--- config.mk ---
export PLATFORM = sky130hd
export DESIGN_NAME = aes_host_driver_flat
export DESIGN_NICKNAME = d
export VERILOG_FILES = /design/src/rtl/aes_host_pkg.sv /design/src/rtl/aes_host_if.sv /design/src/rtl/aes_host_timer.sv /design/src/rtl/aes_host_driver.sv /design/src/flat_wrapper.sv
export SDC_FILE = /design/constraint.sdc
export NUM_CORES = 1
export LEC_CHECK = 0
export BUFFER_PORTS_ARGS = -buffer_cell sky130_fd_sc_hd__buf_4
export CAP_MARGIN = 20
export CORE_ASPECT_RATIO = 1.4
export CORE_MARGIN = 2
export CORE_UTILIZATION = 50
export DETAILED_ROUTE_END_ITERATION = 10
export GPL_TIMING_DRIVEN = 0
export PLACE_DENSITY = 0.77
export RECOVER_POWER = 25
export REMOVE_ABC_BUFFERS = 1
export SETUP_SLACK_MARGIN = 0.3
export SYNTH_ARGS = -nofsm -noshare
export SYNTH_HDL_FRONTEND = slang
export SYNTH_SLANG_ARGS = --single-unit
--- constraint.sdc ---
create_clock -name CLK -period 2.9 [get_ports CLK]
set_input_delay 0.435 -clock CLK [delete_from_list [all_inputs] [get_ports CLK]]
set_output_delay 0.435 -clock CLK [all_outputs]
set_load 0.1 [all_outputs]
--- src/rtl/aes_host_pkg.sv ---
// Shared constants, types and helpers for the AES register-port host driver.
package aes_host_pkg;

  localparam logic [6:0] TEXT_BASE = 7'h00;
  localparam logic [6:0] RES_BASE  = 7'h10;
  localparam logic [6:0] KEY_BASE  = 7'h20;
  localparam logic [6:0] ADDR_OP   = 7'h40;
  localparam logic [6:0] ADDR_NK   = 7'h41;
  localparam logic [6:0] ADDR_STAT = 7'h42;

  localparam logic [2:0] NK_128 = 3'd3;
  localparam logic [2:0] NK_192 = 3'd5;
  localparam logic [2:0] NK_256 = 3'd7;

  typedef enum logic [1:0] {
    RSP_OK      = 2'd0,
    RSP_TIMEOUT = 2'd1,
    RSP_BAD_NK  = 2'd2
  } rsp_status_e;

  typedef enum logic [3:0] {
    S_IDLE     = 4'd0,
    S_WR_CFG   = 4'd1,
    S_WR_TEXT  = 4'd2,
    S_WR_KEY   = 4'd3,
    S_POLL     = 4'd4,
    S_START    = 4'd5,
    S_WAIT_LOW = 4'd6,
    S_WAIT_OK  = 4'd7,
    S_READ     = 4'd8,
    S_RSP      = 4'd9
  } state_e;

  // Key length in bytes for an NK code; zero marks an unsupported code.
  function automatic logic [5:0] nk_to_bytes(input logic [2:0] nk);
    logic [5:0] n;
    case (nk)
      NK_128:  n = 6'd16;
      NK_192:  n = 6'd24;
      NK_256:  n = 6'd32;
      default: n = 6'd0;
    endcase
    return n;
  endfunction

endpackage

--- src/rtl/aes_host_if.sv ---
// Request/response handshake plus the AES byte-wide register bus.
interface aes_host_if;
  import aes_host_pkg::*;

  logic         req_valid;
  logic         req_ready;
  logic [127:0] req_text;
  logic [255:0] req_key;
  logic [2:0]   req_nk;
  logic         req_op;
  logic         rsp_valid;
  logic         rsp_ready;
  logic [127:0] rsp_data;
  rsp_status_e  rsp_status;
  logic [7:0]   DIN;
  logic [6:0]   ADDR;
  logic         WR;
  logic         START;
  logic         OK;
  logic [7:0]   DOUT;

  modport master (
    input  req_valid, req_text, req_key, req_nk, req_op, rsp_ready, OK, DOUT,
    output req_ready, rsp_valid, rsp_data, rsp_status, DIN, ADDR, WR, START
  );

  modport slave (
    output req_valid, req_text, req_key, req_nk, req_op, rsp_ready, OK, DOUT,
    input  req_ready, rsp_valid, rsp_data, rsp_status, DIN, ADDR, WR, START
  );

endinterface

--- src/rtl/aes_host_timer.sv ---
// Saturating cycle counter; done_o flags the cycle in which the count steps onto LIMIT.
module aes_host_timer #(
  parameter int LIMIT = 65535,
  parameter int TW    = 16
) (
  input  logic CLK,
  input  logic RSTB,
  input  logic clr_i,
  input  logic en_i,
  output logic done_o
);

  localparam logic [TW-1:0] LIMIT_C = TW'(LIMIT);
  localparam logic [TW-1:0] LAST_C  = TW'(LIMIT - 1);
  localparam logic [TW-1:0] ONE_C   = TW'(1);

  logic [TW-1:0] cnt_q;

  // Count enabled cycles since the last clear, holding at the limit.
  always_ff @(posedge CLK or negedge RSTB) begin
    if (!RSTB) begin
      cnt_q <= {TW{1'b0}};
    end else if (clr_i) begin
      cnt_q <= {TW{1'b0}};
    end else if (en_i && (cnt_q != LIMIT_C)) begin
      cnt_q <= cnt_q + ONE_C;
    end
  end

  assign done_o = (cnt_q >= LAST_C);

endmodule

--- src/rtl/aes_host_driver.sv ---
// Host-side sequencer: one request becomes config/text/key writes, status polling,
// a START pulse, an OK wait and a pipelined 16-byte result readback.
module aes_host_driver
  import aes_host_pkg::*;
#(
  parameter int TIMEOUT_CYCLES = 65535,
  parameter int TW             = 16
) (
  input  logic        CLK,
  input  logic        RSTB,
  aes_host_if.master  bus
);

  state_e       state_q;
  logic [5:0]   idx_q;
  logic [5:0]   nbytes_q;
  logic [2:0]   nk_q;
  logic [127:0] text_q;
  logic [255:0] key_q;
  logic         req_ready_q;
  logic         rsp_valid_q;
  logic [127:0] rsp_data_q;
  rsp_status_e  rsp_status_q;
  logic [7:0]   din_q;
  logic [6:0]   addr_q;
  logic         wr_q;
  logic         start_q;

  logic [5:0]   idx_inc_s;
  logic         tmr_en_s;
  logic         tmr_clr_s;
  logic         waiting_s;
  logic         tmr_done_s;

  assign idx_inc_s = idx_q + 6'd1;

  // Timeout window opens on the first poll and covers the whole status/OK wait.
  always_comb begin
    tmr_en_s  = 1'b0;
    tmr_clr_s = 1'b0;
    waiting_s = 1'b0;
    case (state_q)
      S_POLL, S_WAIT_LOW, S_WAIT_OK: begin
        tmr_en_s  = 1'b1;
        waiting_s = 1'b1;
      end
      S_START:  tmr_en_s  = 1'b1;
      S_WR_KEY: tmr_clr_s = (idx_q == (nbytes_q - 6'd1));
      default:  tmr_en_s  = 1'b0;
    endcase
  end

  aes_host_timer #(.LIMIT(TIMEOUT_CYCLES), .TW(TW)) u_timer (
    .CLK    (CLK),
    .RSTB   (RSTB),
    .clr_i  (tmr_clr_s),
    .en_i   (tmr_en_s),
    .done_o (tmr_done_s)
  );

  // Transaction sequencer; every bus and handshake output is registered here.
  always_ff @(posedge CLK or negedge RSTB) begin
    if (!RSTB) begin
      state_q      <= S_IDLE;
      idx_q        <= 6'd0;
      nbytes_q     <= 6'd0;
      nk_q         <= 3'd0;
      text_q       <= 128'd0;
      key_q        <= 256'd0;
      req_ready_q  <= 1'b0;
      rsp_valid_q  <= 1'b0;
      rsp_data_q   <= 128'd0;
      rsp_status_q <= RSP_OK;
      din_q        <= 8'd0;
      addr_q       <= 7'd0;
      wr_q         <= 1'b0;
      start_q      <= 1'b0;
    end else if (waiting_s && tmr_done_s) begin
      state_q      <= S_RSP;
      rsp_valid_q  <= 1'b1;
      rsp_status_q <= RSP_TIMEOUT;
      rsp_data_q   <= 128'd0;
    end else begin
      case (state_q)
        S_IDLE: begin
          if (req_ready_q && bus.req_valid) begin
            req_ready_q <= 1'b0;
            text_q      <= bus.req_text;
            key_q       <= bus.req_key;
            nk_q        <= bus.req_nk;
            nbytes_q    <= nk_to_bytes(bus.req_nk);
            idx_q       <= 6'd0;
            if (nk_to_bytes(bus.req_nk) == 6'd0) begin
              state_q      <= S_RSP;
              rsp_valid_q  <= 1'b1;
              rsp_status_q <= RSP_BAD_NK;
              rsp_data_q   <= 128'd0;
            end else begin
              state_q <= S_WR_CFG;
              wr_q    <= 1'b1;
              addr_q  <= ADDR_OP;
              din_q   <= {7'd0, bus.req_op};
            end
          end else begin
            req_ready_q <= 1'b1;
          end
        end
        S_WR_CFG: begin
          if (idx_q == 6'd0) begin
            addr_q <= ADDR_NK;
            din_q  <= {5'd0, nk_q};
            idx_q  <= 6'd1;
          end else begin
            state_q <= S_WR_TEXT;
            addr_q  <= TEXT_BASE;
            din_q   <= text_q[7:0];
            idx_q   <= 6'd0;
          end
        end
        S_WR_TEXT: begin
          if (idx_q == 6'd15) begin
            state_q <= S_WR_KEY;
            addr_q  <= KEY_BASE;
            din_q   <= key_q[7:0];
            idx_q   <= 6'd0;
          end else begin
            addr_q <= TEXT_BASE + {1'b0, idx_inc_s};
            din_q  <= text_q[{idx_inc_s[3:0], 3'b000} +: 8];
            idx_q  <= idx_inc_s;
          end
        end
        S_WR_KEY: begin
          if (idx_q == (nbytes_q - 6'd1)) begin
            state_q <= S_POLL;
            wr_q    <= 1'b0;
            din_q   <= 8'd0;
            addr_q  <= ADDR_STAT;
            idx_q   <= 6'd0;
          end else begin
            addr_q <= KEY_BASE + {1'b0, idx_inc_s};
            din_q  <= key_q[{idx_inc_s[4:0], 3'b000} +: 8];
            idx_q  <= idx_inc_s;
          end
        end
        S_POLL: begin
          // DOUT reflects the status register only in the second poll cycle.
          if (idx_q == 6'd0) begin
            idx_q <= 6'd1;
          end else if (bus.DOUT[0]) begin
            idx_q <= 6'd0;
          end else begin
            state_q <= S_START;
            start_q <= 1'b1;
          end
        end
        S_START: begin
          start_q <= 1'b0;
          state_q <= S_WAIT_LOW;
        end
        S_WAIT_LOW: begin
          if (!bus.OK) begin
            state_q <= S_WAIT_OK;
          end
        end
        S_WAIT_OK: begin
          if (bus.OK) begin
            state_q <= S_READ;
            addr_q  <= RES_BASE;
            idx_q   <= 6'd0;
          end
        end
        S_READ: begin
          if (idx_q != 6'd0) begin
            rsp_data_q <= {bus.DOUT, rsp_data_q[127:8]};
          end
          if (idx_q == 6'd16) begin
            state_q      <= S_RSP;
            rsp_valid_q  <= 1'b1;
            rsp_status_q <= RSP_OK;
          end else begin
            if (idx_q < 6'd15) begin
              addr_q <= RES_BASE + {1'b0, idx_inc_s};
            end
            idx_q <= idx_inc_s;
          end
        end
        S_RSP: begin
          if (bus.rsp_ready) begin
            rsp_valid_q <= 1'b0;
            req_ready_q <= 1'b1;
            state_q     <= S_IDLE;
          end
        end
        default: state_q <= S_IDLE;
      endcase
    end
  end

  assign bus.req_ready  = req_ready_q;
  assign bus.rsp_valid  = rsp_valid_q;
  assign bus.rsp_data   = rsp_data_q;
  assign bus.rsp_status = rsp_status_q;
  assign bus.DIN        = din_q;
  assign bus.ADDR       = addr_q;
  assign bus.WR         = wr_q;
  assign bus.START      = start_q;

endmodule

--- src/flat_wrapper.sv ---
// flat-port wrapper written by rule: the top's interface ports become plain ports
module aes_host_driver_flat import aes_host_pkg::*;
#(
  parameter int TIMEOUT_CYCLES = 65535,
  parameter int TW             = 16
)
  (CLK, RSTB, bus_req_valid, bus_req_text, bus_req_key, bus_req_nk, bus_req_op, bus_rsp_ready, bus_OK, bus_DOUT, bus_req_ready, bus_rsp_valid, bus_rsp_data, bus_rsp_status, bus_DIN, bus_ADDR, bus_WR, bus_START);
  aes_host_if bus_i ();
  input  logic CLK;
  input  logic RSTB;
  input wire logic [$bits(bus_i.req_valid)-1:0] bus_req_valid;
  input wire logic [$bits(bus_i.req_text)-1:0] bus_req_text;
  input wire logic [$bits(bus_i.req_key)-1:0] bus_req_key;
  input wire logic [$bits(bus_i.req_nk)-1:0] bus_req_nk;
  input wire logic [$bits(bus_i.req_op)-1:0] bus_req_op;
  input wire logic [$bits(bus_i.rsp_ready)-1:0] bus_rsp_ready;
  input wire logic [$bits(bus_i.OK)-1:0] bus_OK;
  input wire logic [$bits(bus_i.DOUT)-1:0] bus_DOUT;
  output wire logic [$bits(bus_i.req_ready)-1:0] bus_req_ready;
  output wire logic [$bits(bus_i.rsp_valid)-1:0] bus_rsp_valid;
  output wire logic [$bits(bus_i.rsp_data)-1:0] bus_rsp_data;
  output wire logic [$bits(bus_i.rsp_status)-1:0] bus_rsp_status;
  output wire logic [$bits(bus_i.DIN)-1:0] bus_DIN;
  output wire logic [$bits(bus_i.ADDR)-1:0] bus_ADDR;
  output wire logic [$bits(bus_i.WR)-1:0] bus_WR;
  output wire logic [$bits(bus_i.START)-1:0] bus_START;
  assign bus_i.req_valid = bus_req_valid;
  assign bus_i.req_text = bus_req_text;
  assign bus_i.req_key = bus_req_key;
  assign bus_i.req_nk = bus_req_nk;
  assign bus_i.req_op = bus_req_op;
  assign bus_i.rsp_ready = bus_rsp_ready;
  assign bus_i.OK = bus_OK;
  assign bus_i.DOUT = bus_DOUT;
  assign bus_req_ready = bus_i.req_ready;
  assign bus_rsp_valid = bus_i.rsp_valid;
  assign bus_rsp_data = bus_i.rsp_data;
  assign bus_rsp_status = bus_i.rsp_status;
  assign bus_DIN = bus_i.DIN;
  assign bus_ADDR = bus_i.ADDR;
  assign bus_WR = bus_i.WR;
  assign bus_START = bus_i.START;
  aes_host_driver #(.TIMEOUT_CYCLES(TIMEOUT_CYCLES), .TW(TW)) u_core (.CLK(CLK), .RSTB(RSTB), .bus(bus_i));
endmodule
# ---- Word-level counts from Yosys, hierarchy flattened
# Cells that the tools add are included.
dict set report totals {
  ff_bits 568
  latch_bits 0
  mem_bits_rw 0
  mem_bits_ro 0
  inputBits 401
  output_inout_bits 149
  word_cells 164
  memories 0
}
dict set report classes {
  addsub 5
  n_mul 0
  n_div 0
  order_cmp 2
  eq_ne 38
  shift 2
  muxes 72
  n_bitwise 1
  reduce_logical 29
}
# op count
set ops {}
lappend ops {{128-bit 2-to-1 mux} 4}
lappend ops {{128-bit one-hot mux with 2 select lines} 1}
lappend ops {{256-bit by 9-bit variable part select with 8-bit output} 1}
lappend ops {{128-bit by 8-bit variable part select with 8-bit output} 1}
lappend ops {{6-bit 2-to-1 mux} 11}
lappend ops {{7-bit 2-to-1 mux} 7}
lappend ops {{4-bit 2-to-1 mux} 12}
lappend ops {{6-bit one-hot mux with 7 select lines} 1}
lappend ops {{7-bit one-hot mux with 6 select lines} 1}
lappend ops {{8-bit 2-to-1 mux} 5}
lappend ops {{4-bit one-hot mux with 10 select lines} 1}
lappend ops {{16-bit 2-to-1 mux} 2}
lappend ops {{8-bit one-hot mux with 4 select lines} 1}
lappend ops {{3-bit by 2-bit != test with 1-bit output (second input constant)} 7}
lappend ops {{3-bit by 1-bit != test with 1-bit output (second input constant)} 6}
lappend ops {{6-bit one-hot mux with 3 select lines} 1}
lappend ops {{16-bit by 1-bit adder with 16-bit output (second input constant)} 1}
lappend ops {{4-bit by 3-bit == test with 1-bit output (second input constant)} 4}
lappend ops {{16-bit greater-or-equal comparator (second input constant)} 1}
lappend ops {{1-bit 2-to-1 mux} 16}
lappend ops {{16-bit != test (second input constant)} 1}
lappend ops {{4-bit AND reduction} 4}
lappend ops {{6-bit logical NOT} 2}
lappend ops {{2-bit != test (second input constant)} 6}
lappend ops {{other kinds (33)} 52}

# ---- Longest topological paths before layout
# Gate-level depths: netlist (run 1).
dict set report depth {
  ltp_word 10
  ltp_mapped 14
  ltp_nobuf 8
}

# ---- Modules after synthesis
# From an unflattened synthesis (run 1), not the netlist that was laid out.
dict set report unflattened {
  hier_cells 2808
  area_unflattened_um2 25772.2
}
# mod n_inst cells_per_inst area_each_um2 seq_area_each_um2
set by_module_without_submodules {}
lappend by_module_without_submodules {aes_host_driver 1 2712 24833.8 13738.2}
lappend by_module_without_submodules {aes_host_timer 1 96 938.4 400.4}

# ---- Least setup slack after synthesis (run 1)
# No wires, ideal clock.
dict set report synth_path {
  path_type {register -> register}
  start {register u_core.idx_q[0]}
  end {register u_core.din_q[3], in the netlist u_core.bus.DIN[3]}
  setup_time_ns 0.144
  arrival_ns 2.927
  t_required_ns 2.756
  slack_ns -0.171
  path_stages_with_launch 13
  path_buffers 6
  synth_period_minus_slack_ns 3.071
  cell_sequence {dfrtp_1 buf_2 buf_4 buf_2 buf_2 inv_1 ha_1 clkbuf_1 clkbuf_1 mux4_2 mux4_2 nand2_1 o211ai_1}
}
dict set report synth_via {
  elab_chain_len 4
  word_cells_on_any_way 10
  classes_between {1 x add/sub; 2 x eq/ne; 2 x shift; 4 x mux; 1 x reduce/logical}
}
# element line_no
set synth_rtl {}
lappend synth_rtl {{start, declared} aes_host_driver.sv:15} ;# logic [5:0] idx_q;
lappend synth_rtl {{start signal, assigned} aes_host_driver.sv:129} ;# idx_q <= idx_inc_s;
lappend synth_rtl {{start signal, assigned} aes_host_driver.sv:142} ;# idx_q <= idx_inc_s;
lappend synth_rtl {{start signal, assigned} aes_host_driver.sv:184} ;# idx_q <= idx_inc_s;
lappend synth_rtl {{6-bit by 1-bit adder with 6-bit output} aes_host_driver.sv:35} ;# assign idx_inc_s = idx_q + 6'd1;
lappend synth_rtl {{256-bit by 9-bit variable part select with 8-bit output / 128-bit by 8-bit variable part select with 8-bit output (equally long branches)} {aes_host_driver.sv:141, aes_host_driver.sv:128}}
lappend synth_rtl {{8-bit 2-to-1 mux (on tied branches)} {aes_host_driver.sv:133, aes_host_driver.sv:121}}
lappend synth_rtl {{8-bit one-hot mux with 4 select lines *} aes_host_driver.sv:84} ;# case (state_q)
lappend synth_rtl {{end signal, assigned} aes_host_driver.sv:102} ;# din_q <= {7'd0, bus.req_op};
lappend synth_rtl {{end signal, assigned} aes_host_driver.sv:128} ;# din_q <= text_q[{idx_inc_s[3:0], 3'b000} +: 8];
lappend synth_rtl {{end signal, assigned} aes_host_driver.sv:141} ;# din_q <= key_q[{idx_inc_s[4:0], 3'b000} +: 8];
lappend synth_rtl {{end, declared} aes_host_driver.sv:24} ;# logic [7:0] din_q;
# Every way passes the cells marked *; elsewhere a longest branch is shown, timed or not.
# A chain may end at the register's enable or synchronous reset.

# ---- Final worst setup path (run 1)
dict set report layout_path {
  start {register u_core.state_q[0]}
  end {register u_core.key_q[221]}
}
dict set report layout_via {
  elab_chain_len 6
  word_cells_on_any_way 9
  classes_between {3 x eq/ne; 1 x mux; 1 x bitwise; 4 x reduce/logical}
}
# element line_no
set layout_rtl {}
lappend layout_rtl {{start, declared} aes_host_driver.sv:14} ;# state_e state_q;
lappend layout_rtl {{start signal, assigned} aes_host_driver.sv:64} ;# state_q <= S_IDLE;
lappend layout_rtl {{start signal, assigned} aes_host_driver.sv:79} ;# state_q <= S_RSP;
lappend layout_rtl {{start signal, assigned} aes_host_driver.sv:94} ;# state_q <= S_RSP;
lappend layout_rtl {{4-bit by 3-bit == test with 1-bit output} aes_host_driver.sv:42} ;# case (state_q)
lappend layout_rtl {{3-bit OR reduction} --}
lappend layout_rtl {{1-bit 2-to-1 mux} aes_host_driver.sv:42}
lappend layout_rtl {{1-bit logical AND} aes_host_driver.sv:78} ;# end else if (waiting_s && tmr_done_s) begin
lappend layout_rtl {{1-bit inverter (no source line)} --}
lappend layout_rtl {{3-bit AND reduction (no source line) *} --}
lappend layout_rtl {{end signal, assigned} aes_host_driver.sv:89} ;# key_q <= bus.req_key;
lappend layout_rtl {{end, declared} aes_host_driver.sv:19} ;# logic [255:0] key_q;
# Marks and branches as above.

==> impl_metrics.ini, run 1 <==
[status]
status = finished clean

[synthesis]
async_flop_share_pct = 100
synth_seq_cells = 565
syn_area_um2 = 26400
synth_area_leader_cell = dfrtp_1
yosysMostFrequentCell = nand2_1
synthCells = 2784
synth_edf_count = 0
yosys-top-cells-count = 1,344 x nand2_1, 565 x dfrtp_1, 143 x inv_1, 143 x mux2i_1, 101 x mux4_2
yosysWarnings = 0
synth_ff_type = dfrtp_1
yosysSeqAreaShare_pct = 53.5
syn_avg_cell_area_um2 = 9.49
synth_top_area_share_pct = 53.5
synth_cell_types = 74
synth_area_leaders = dfrtp_1 54%, nand2_1 19%, mux4_2 8.6%

[placement]
dp_hpwl_mm = 57.1
routabilityCongestion = 0.890
dp_slack_ns = -1.28
port_buffers = 549

[die]
io_pins = 550
die_h_um = 276
die_width_um = 198
dieArea_um2 = 54700
core_area_um2 = 52100
initial_core_util_pct = 50.6
row_count = 99

[global_route]
antenna_found_initial = 9
grt_start_max_net_pins = 131
overflow = 0
use_met2_pct = 51.4
grt_pass1_wl_mm = 126
use_met1_pct = 34.5
track_usage_pct = 30.0
busiest_layer = met2
grt_pass1_vias = 23000
met3_usage_pct = 7.53

[sta]
worst_slack_ns = 0.336
setup_viol = 0
drv_slew = 0
fin_crit_ns = 2.56
relSlewSlack_pct = 12.8
post-route-period-util_pct = 88.4
tns_ns = 0
worst_slew_pin_slew_ns = 1.31
hold_violations = 0
fmax_mhz = 390
skew_ns = 0.0263
grt_setup_unrepaired = true

[drt]
postRouteAntennaNets = 0
avgViaCountPerCell = 5.40
routed_wirelength_mm = 81.5
detail_route.wl_per_cell_um = 19.7
vias = 22400
dr.pass1.iters = 7
drc = 0
first_iter_violations = 1563

[clocking]
cts_inserted_buffers = 55
worstSkewPairLatency_ns = 0.61
clkTransAtPathRegs_ns = 0.06
cts_buffer_depth = 3
cts_tree = done
cts.sinks = 565
ctsHtreeMaxLevel = 2
cts_root_buf = clkbuf_16

[layout]
drive_above_1_share_pct = 25.2
area_delta_synth_final_pct = 31.4
layout.nets = 3786
nFillCells = 3949
utilization_pct = 66.5

[power_and_ir_drop]
ir_worst_vdd_mv = 0.629
power_density_nw_per_um2 = 1040
leakage_nw = 17.7

[critical_path]
max_stage_delay_ns = 0.52
crit_arrival_ns = 3.09
critPathBufInv = 6
startpoint_type = flip-flop
cp_max_fo = 19
critPathSlowestCell = dfrtp_1
crit_chain = or2_0 > nor3_4 > buf_6 > buf_6 > buf_6 > buf_6 > buf_6 > buf_8 > nand2_1 > nand2_1
worst_path_most_repeated_cell = buf_6
critPathTopFamily = buffers and inverters
critPathRequiredTime_ns = 3.43
worstSetupPathType = flip-flop to flip-flop
endpoint_kind = flip-flop

[flow_run]
maxCapViolCount = 0

[hold_path]
hold_path_class = input pin to flip-flop
-- registers in the layout, summed over array words and instances, names as in the netlist --
signal,cells
u_core.bus.rsp_data,128
u_core.nk_q,3
u_core.text_q,128
u_core.state_q,4
u_core.key_q,256
u_core.bus.START,1
u_core.u_timer.cnt_q,16
u_core.idx_q,6
u_core.bus.WR,1
u_core.bus.rsp_status,2
u_core.bus.req_ready,1
u_core.bus.rsp_valid,1
u_core.nbytes_q,3
u_core.bus.DIN,8
u_core.bus.ADDR,7
-- power breakdown --
part	leakage [nW]	switching, mW	internal, mW	total, mW
registers	7.29	1.84	10.7	12.5
clock network	0.928	3.12	4.29	7.41
logic	9.48	9.18	7.00	16.2
-- metrics by stage --
stage	power [mW]	cells	hold slack (ns)	instance area, um^2
CTS	36.1	4125	0.0000356	34800
floorplan	22.3	2614	0.139	25600
global placement	22.3	3870	0.452	30600
detailed placement	27.3	3935	0.456	31700
global route	38.1	4134	0.00929	34700
finish	36.1	4138	0.0158	34700
-- path summary, 6_finish.rpt --
kind	cells after the start	startpoint	slack (ns)	endpoint
worst min register to register	2	u_core.key_q[185]	0.47	u_core.key_q[185]
max in group asynchronous	3	RSTB	0.77	u_core.key_q[60]
worst min-delay path	3	bus_req_text[119]	0.02	u_core.text_q[119]
min in group asynchronous	2	RSTB	0.47	u_core.bus.rsp_data[15]
worst max register to register	10	u_core.state_q[0]	0.34	u_core.key_q[221]
worst max-delay path	10	u_core.state_q[0]	0.34	u_core.key_q[221]
-- tightest hold or removal path: stages --
cell and delay [ns]:
buf_4 0.08, nand2_1 0.04, nand2_1 0.04
-- cell usage in the layout (no fill, tap or decap), drive strengths merged, types with 5 or more instances in the layout --
master       synthesis  layout
o21ai               25      25
buf                 82     612
nand2b               5       5
a32o                 8       8
nand3               17      17
nor4                 5       5
clkbuf              88     114
bufinv               0       5
nor3                11      11
inv                143     146
clkinv               1      15
nand2             1345    1345
a222oi               5       5
xnor2               15      15
nor2                61      61
dfrtp              565     565
nand4                8       8
nor3b                6       6
diode                0       9
o22ai               15      15
ha                   6       6
o211ai              18      18
mux2i              143     143
mux2                10      10
mux4               101     101
dlygate4sd3          0      53
a211oi               6       6
a21oi               23      23
-- cell families (layout without fill, tap and decap cells) --
group	after synthesis	after routing	share of synthesized area, %
multiplexers	254	254	14.5
AO/OA/AOI/OAI	138	139	3.70
buffers and inverters	314	951	5.19
adder cells (fa/ha/maj)	6	6	0.284
other	0	9	0
flip-flops	565	565	53.5
AND/OR/NAND/NOR	1487	1487	22.1
XOR/XNOR	20	20	0.720
-- routing by layer --
metal,up-vias,wire length [um]
met5,-,37
met4,6,4680
met3,256,6930
met2,961,40800
met1,11000,29100
li1,10200,-
-- area by class of cell --
type	count	area, um^2	share of cell area (%)
Sequential cell	565	14200	40.8
Multi-Input combinational cell	1906	11200	32.1
Timing Repair Buffer	707	6080	17.5
Clock buffer	76	1600	4.60
Tap cell	707	885	2.55
Inverter	144	541	1.56
Clock inverter	24	264	0.761
Antenna cell	9	22.5	0.0649
-- repair_timing --
item | in CTS | in global routing
gates cloned | 7 | 0
setup endpoints to repair | 524 | 79
buffers inserted | 30 | 4
pin swaps | 9 | 2
endpoints found under the hold margin | 142 | 0
resized for setup | 36 | 14
hold buffers | 53 | 0
No activity file was read; power rests on OpenSTA's default activity.
==> run 2: changes to the inputs <==
- CORE_MARGIN: 2 -> unset
==> run 2 against run 1 <==
Compared with the run above:
- global-route usage grew 1.4 points
- via count grew 2.9%
- fmax shrank 0.33%
- combinational power is essentially flat
- sequential power is essentially flat
- die area shrank 1.7%
- flip-flop and latch count is the same
- largest power group unchanged
- count of clock-buffer cells in the layout grew 5
- final area grew 2.1%
- worst hold slack gained 0.0080 ns
- critical path depth shrank 2
==> impl_metrics.ini, run 2 (synthesis results as in run 1) <==
[sta]
setup_viol = 0
hold_violations = 0
post-route-period-util_pct = 88.7
drv_slew = 0
holdWs_ns = 0.0238
fmax_mhz = 389
grt_setup_unrepaired = true
relSlewSlack_pct = 16.8
skew_ns = 0.0211
worst_slew_pin_slew_ns = 1.25
fin_crit_ns = 2.57

[flow_run]
maxCapViolCount = 0

[critical_path]
critPathRequiredTime_ns = 3.37
max_stage_delay_ns = 0.57
reg2reg_slack_ns = 0.33
r2r-start = u_core.idx_q[0]
worstSetupPathDepth = 8
critPathSlowestCell = nor3b_1
endpoint_kind = flip-flop
r2r_cells = 8
cp_max_fo = 8
crit_end = u_core.bus.DIN[5]
startpoint_type = flip-flop
crit_chain = buf_16 > ha_4 > xor2_1 > nor3b_1 > buf_2 > o22ai_1 > o211ai_1 > o211ai_1
worst_path_most_repeated_cell = o211ai_1
critPathTopFamily = simple AND/OR/NAND/NOR gates
critPathBufInv = 2
critPathLaunch = u_core.idx_q[0]
worstSetupPathType = flip-flop to flip-flop
r2r-end = u_core.bus.DIN[5]
crit_arrival_ns = 3.04

[die]
dieArea_um2 = 53800
row_count = 99
io_pins = 550
die_h_um = 274
initial_core_util_pct = 50.6
die_width_um = 196
core_area_um2 = 52100

[layout]
final_cells = 4203
layout.nets = 3848
drive_above_1_share_pct = 25.2
mostFrequentLayoutCells = 1,344 x nand2_1, 565 x buf_4, 559 x dfrtp_1
largest_register_ffs = 256
top_register = u_core.key_q
nFillCells = 3733
area_delta_synth_final_pct = 34.1
final_common_cell = nand2_1
post-route-cell-area_um2 = 35400

[global_route]
antenna_found_initial = 9
grt_pass1_wl_mm = 130
overflow = 0
track_usage_pct = 31.3
grt_pass1_vias = 23900
grt_start_max_net_pins = 127

[clocking]
cts.sinks = 565
clkTransAtPathRegs_ns = 0.07
cts_root_buf = clkbuf_16
worstSkewPairLatency_ns = 0.60
cts_tree = done
cts_buffer_depth = 3
cts_inserted_buffers = 55
ctsHtreeMaxLevel = 2

[drt]
routed_wirelength_mm = 84.1
avgViaCountPerCell = 5.47
dr.pass1.iters = 6
first_iter_violations = 1677
vias = 23000
drc = 0
detail_route.wl_per_cell_um = 20.0
postRouteAntennaNets = 0

[placement]
routabilityCongestion = 0.903
placed_area_um2 = 31700
dp_hpwl_mm = 56.4
place_inst = 3934
port_buffers = 549

[hold_path]
hold_path_class = input pin to flip-flop

[power_and_ir_drop]
leakage_nw = 18.1
power_density_nw_per_um2 = 1030
ir_worst_vdd_mv = 0.536
finalPower_mw = 36.5

[status]
status = finished clean
[run 2: cell types whose count changed in the layout (fill, tap and decap cells not counted), sizes merged]
cell         change
and2             +1
buf             +18
bufbuf           +2
bufinv           +1
clkbuf          -19
clkinv           -7
clkinvlp         +1
diode            +2
dlygate4sd3     +65
inv              +1
[run 2: layout make-up]
| cell class | count | area, um^2 | area share (%) |
|---|---|---|---|
| Antenna cell | 11 | 27.5 | 0.0777 |
| Timing Repair Buffer | 768 | 6810 | 19.2 |
| Tap cell | 707 | 885 | 2.50 |
| Multi-Input combinational cell | 1907 | 11100 | 31.3 |
| Clock inverter | 20 | 277 | 0.781 |
| Clock buffer | 81 | 1620 | 4.59 |
| Inverter | 144 | 541 | 1.53 |
| Sequential cell | 565 | 14200 | 40.0 |
[run 2: through the flow]
stage          util, %  setup slack, ns  TNS [ns]
2_1_floorplan        -           -19.34  -7729.68
3_3_place_gp      58.7           -32.34         -
3_5_place_dp      60.8            -1.04   -130.94
4_1_cts           67.6            0.201         0
5_1_grt           67.9            0.247         0
6_report          67.9            0.327         0
[run 2: layer usage]
layer | vias to the layer above | wire (um) | track usage [%]
met5 | - | 18 | 0
met4 | 4 | 5270 | 19.8
met3 | 299 | 6650 | 7.34
met2 | 1123 | 42300 | 53.3
met1 | 11300 | 29900 | 35.6
li1 | 10300 | - | -
[run 2: worst register-to-register path: stages (launching register included)]
cell and delay, ns:
dfrtp_4 0.51, buf_16 0.15, ha_4 0.22, xor2_1 0.22, nor3b_1 0.57, buf_2 0.31
o22ai_1 0.12, o211ai_1 0.22, o211ai_1 0.13
[run 2: where the power goes]
part	internal [mW]	switching (mW)	total [mW]	leakage, nW
Combinational	7.06	9.28	16.3	9.84
Sequential	10.7	1.92	12.6	7.29
Clock	4.42	3.16	7.57	0.930
[run 2: repair_timing]
item,in CTS,in global routing
hold endpoints to repair,241,0
pin swaps,5,5
endpoints found under the setup margin,554,135
cloned,7,2
setup buffers,20,9
resized for setup,21,11
hold buffers,118,0
[run 2: worst min-delay path by stage]
stage / from / end / slack (ns) / depth (start not counted)
4_1_cts: bus_req_text[30] / u_core.text_q[30] / 0.00004 / 3
3_5_place_dp: u_core.key_q[219] / u_core.key_q[219] / 0.46 / 2
3_3_place_gp: u_core.key_q[31] / u_core.key_q[31] / 0.45 / 2
6_report: bus_req_key[157] / u_core.key_q[157] / 0.02 / 3
2_1_floorplan: RSTB / u_core.bus.ADDR[0] / 0.14 / 0
5_1_grt: bus_req_key[48] / u_core.key_q[48] / 0.008 / 3
==> run 3: changes to the inputs <==
- CORE_UTILIZATION: 50 -> 35
- PLACE_DENSITY: 0.77 -> unset
- SKIP_CTS_REPAIR_TIMING: unset -> 1
- SYNTH_HIERARCHICAL: unset -> 1
==> run 3 against run 2 <==
Compared with the run above:
- the run now ends with hold timing left
- non-clock buffer count is 184 higher
- worst setup slack worse by 0.21 ns
- cell count is 11% higher
- combinational power is 14% lower
- synthesized cell count is 0.86% higher
- routed wire length is 5.7% higher
- clock power is 7.4% higher
- power is 6.0% lower
- largest power group unchanged
==> impl_metrics.ini, run 3 <==
[die]
core_area_um2 = 72800
row_count = 117
die_h_um = 323
initial_core_util_pct = 35.4
die_width_um = 231
io_pins = 550
dieArea_um2 = 74700

[drt]
vias = 22700
drc = 0
first_iter_violations = 1502
dr.pass1.iters = 7
routed_wirelength_mm = 88.9
avgViaCountPerCell = 4.88
postRouteAntennaNets = 0
detail_route.wl_per_cell_um = 19.1

[synthesis]
async_flop_share_pct = 100
synth_top_area_share_pct = 54.9
yosysWarnings = 6
syn_avg_cell_area_um2 = 9.18
yosysMostFrequentCell = nand2_1
synthCells = 2808
synth_ff_type = dfrtp_1
synth_area_leader_cell = dfrtp_1
yosys-top-cells-count = 1,501 x nand2_1, 565 x dfrtp_1, 111 x o21ai_0
synth_seq_cells = 565
syn_area_um2 = 25800
yosysSeqAreaShare_pct = 54.9
synth_cell_types = 72
synth_area_leaders = dfrtp_1 55%, nand2_1 22%, mux4_2 8.0%
synth_edf_count = 0

[sta]
fmax_mhz = 359
holdWs_ns = -0.0145
relSlewSlack_pct = 12.3
skew_ns = 0.0260
worst_slew_pin_slew_ns = 1.32
hold_violations = 8
grt_setup_unrepaired = true
fin_crit_ns = 2.79
setup_viol = 0
tns_ns = 0
worst_slack_ns = 0.113
post-route-period-util_pct = 96.1
drv_slew = 0

[layout]
final_cells = 4653
largest_register_ffs = 256
utilization_pct = 51.0
top_register = u_core/key_q
layout.nets = 4052
area_delta_synth_final_pct = 44.0
mostFrequentLayoutCells = 1,495 x nand2_1, 559 x dfrtp_1, 511 x buf_4
drive_above_1_share_pct = 22.9
final_common_cell = nand2_1

[placement]
dp_hpwl_mm = 56.6
dp_slack_ns = -1.86
routabilityCongestion = 0.823
port_buffers = 549
place_inst = 4171

[hold_path]
min_from = bus_req_key[92]
hold_path_class = input pin to flip-flop

[critical_path]
endpoint_kind = flip-flop
worstSetupPathType = flip-flop to flip-flop
critPathRequiredTime_ns = 3.41
r2r-start = u_core/idx_q[0]
crit_arrival_ns = 3.29
startpoint_type = flip-flop
critPathLaunch = u_core/idx_q[0]
cp_max_fo = 9

[clocking]
cts_buffer_depth = 3
cts_inserted_buffers = 58
ctsHtreeMaxLevel = 2
worstSkewPairLatency_ns = 0.64
cts.sinks = 565
clkTransAtPathRegs_ns = 0.07
cts_tree = done
cts_root_buf = clkbuf_16

[power_and_ir_drop]
leakage_nw = 18.0
ir_worst_vdd_mv = 0.585
power_density_nw_per_um2 = 925

[status]
status = complete, but fails checks
violations = hold timing

[global_route]
antenna_found_initial = 8
track_usage_pct = 21.0
overflow = 0
grt_pass1_wl_mm = 122
grt_start_max_net_pins = 114
grt_pass1_vias = 20800

[flow_run]
maxCapViolCount = 0
==> run 3: cell count changes after synthesis, sizes merged, moves of 8 or more <==
cell,previous run,this run
mux2i,143,36
o21ai,25,153
xor2,4,15
inv,143,12
xnor2,15,7
o22ai,15,3
mux4,101,92
and3,1,11
nand2,1345,1502
==> run 3: cell families after synthesis <==
| kind of cell | count (synthesis) | synth area share, % |
|---|---|---|
| AOI/OAI and AO/OA | 250 | 5.87 |
| xor gates and xnor gates | 23 | 0.893 |
| adders and majority gates | 6 | 0.291 |
| buffers and inverters | 189 | 3.45 |
| DFF | 565 | 54.9 |
| muxes | 137 | 9.83 |
| and+or+nand+nor | 1638 | 24.8 |
==> run 3: path summary, 6_finish.rpt <==
check,end,slack (ns),depth (start not counted)
max,u_core/bus.DIN[0],0.11,10
min,u_core/key_q[92],-0.01,3
max reg2reg,u_core/bus.DIN[0],0.11,10
min reg2reg,u_core/text_q[94],0.47,2
max in group asynchronous,u_core/key_q[235],0.46,4
min in group asynchronous,u_core/bus.rsp_data[86],0.36,2
==> run 3: power breakdown <==
part	internal [mW]	switching [mW]	total, mW
Sequential	10.6	1.65	12.2
Combinational	6.30	7.70	14.0
Clock	4.79	3.34	8.13
Total	21.6	12.7	34.3
==> run 3: area by class of cell <==
type / instances / area, um^2
tap: 952 / 1190
sequential: 565 / 14100
inverter: 13 / 56.3
multi-input combinational: 2055 / 11000
clock buffer: 78 / 1610
fill: 6618 / 35600
antenna: 7 / 17.5
timing repair buffer: 952 / 8640
clock inverter: 31 / 437
==> run 3: routing by layer <==
layer	track usage (%)	wire, um
met5	0	46
met3	5.95	5110
met4	6.12	2360
met2	36.4	46100
met1	25.3	35300
==> run 3: critical path, cell delays in order (launching register included) <==
cell	delay (ns)
dfrtp_4	0.49
buf_16	0.15
clkinvlp_4	0.21
ha_4	0.45
buf_16	0.17
clkinvlp_4	0.19
nor2_1	0.27
a32o_1	0.26
o21ai_0	0.12
nand3_2	0.22
o22ai_1	0.11
==> run 3: per-stage QoR <==
| stage | instance area [um^2] | power [mW] |
|---|---|---|
| CTS | 33300 | 32.6 |
| floorplan | 24900 | 20.7 |
| global placement | 30200 | 23.8 |
| detailed placement | 31200 | 24.4 |
| finish | 37100 | 34.3 |
| global route | 37100 | 36.4 |
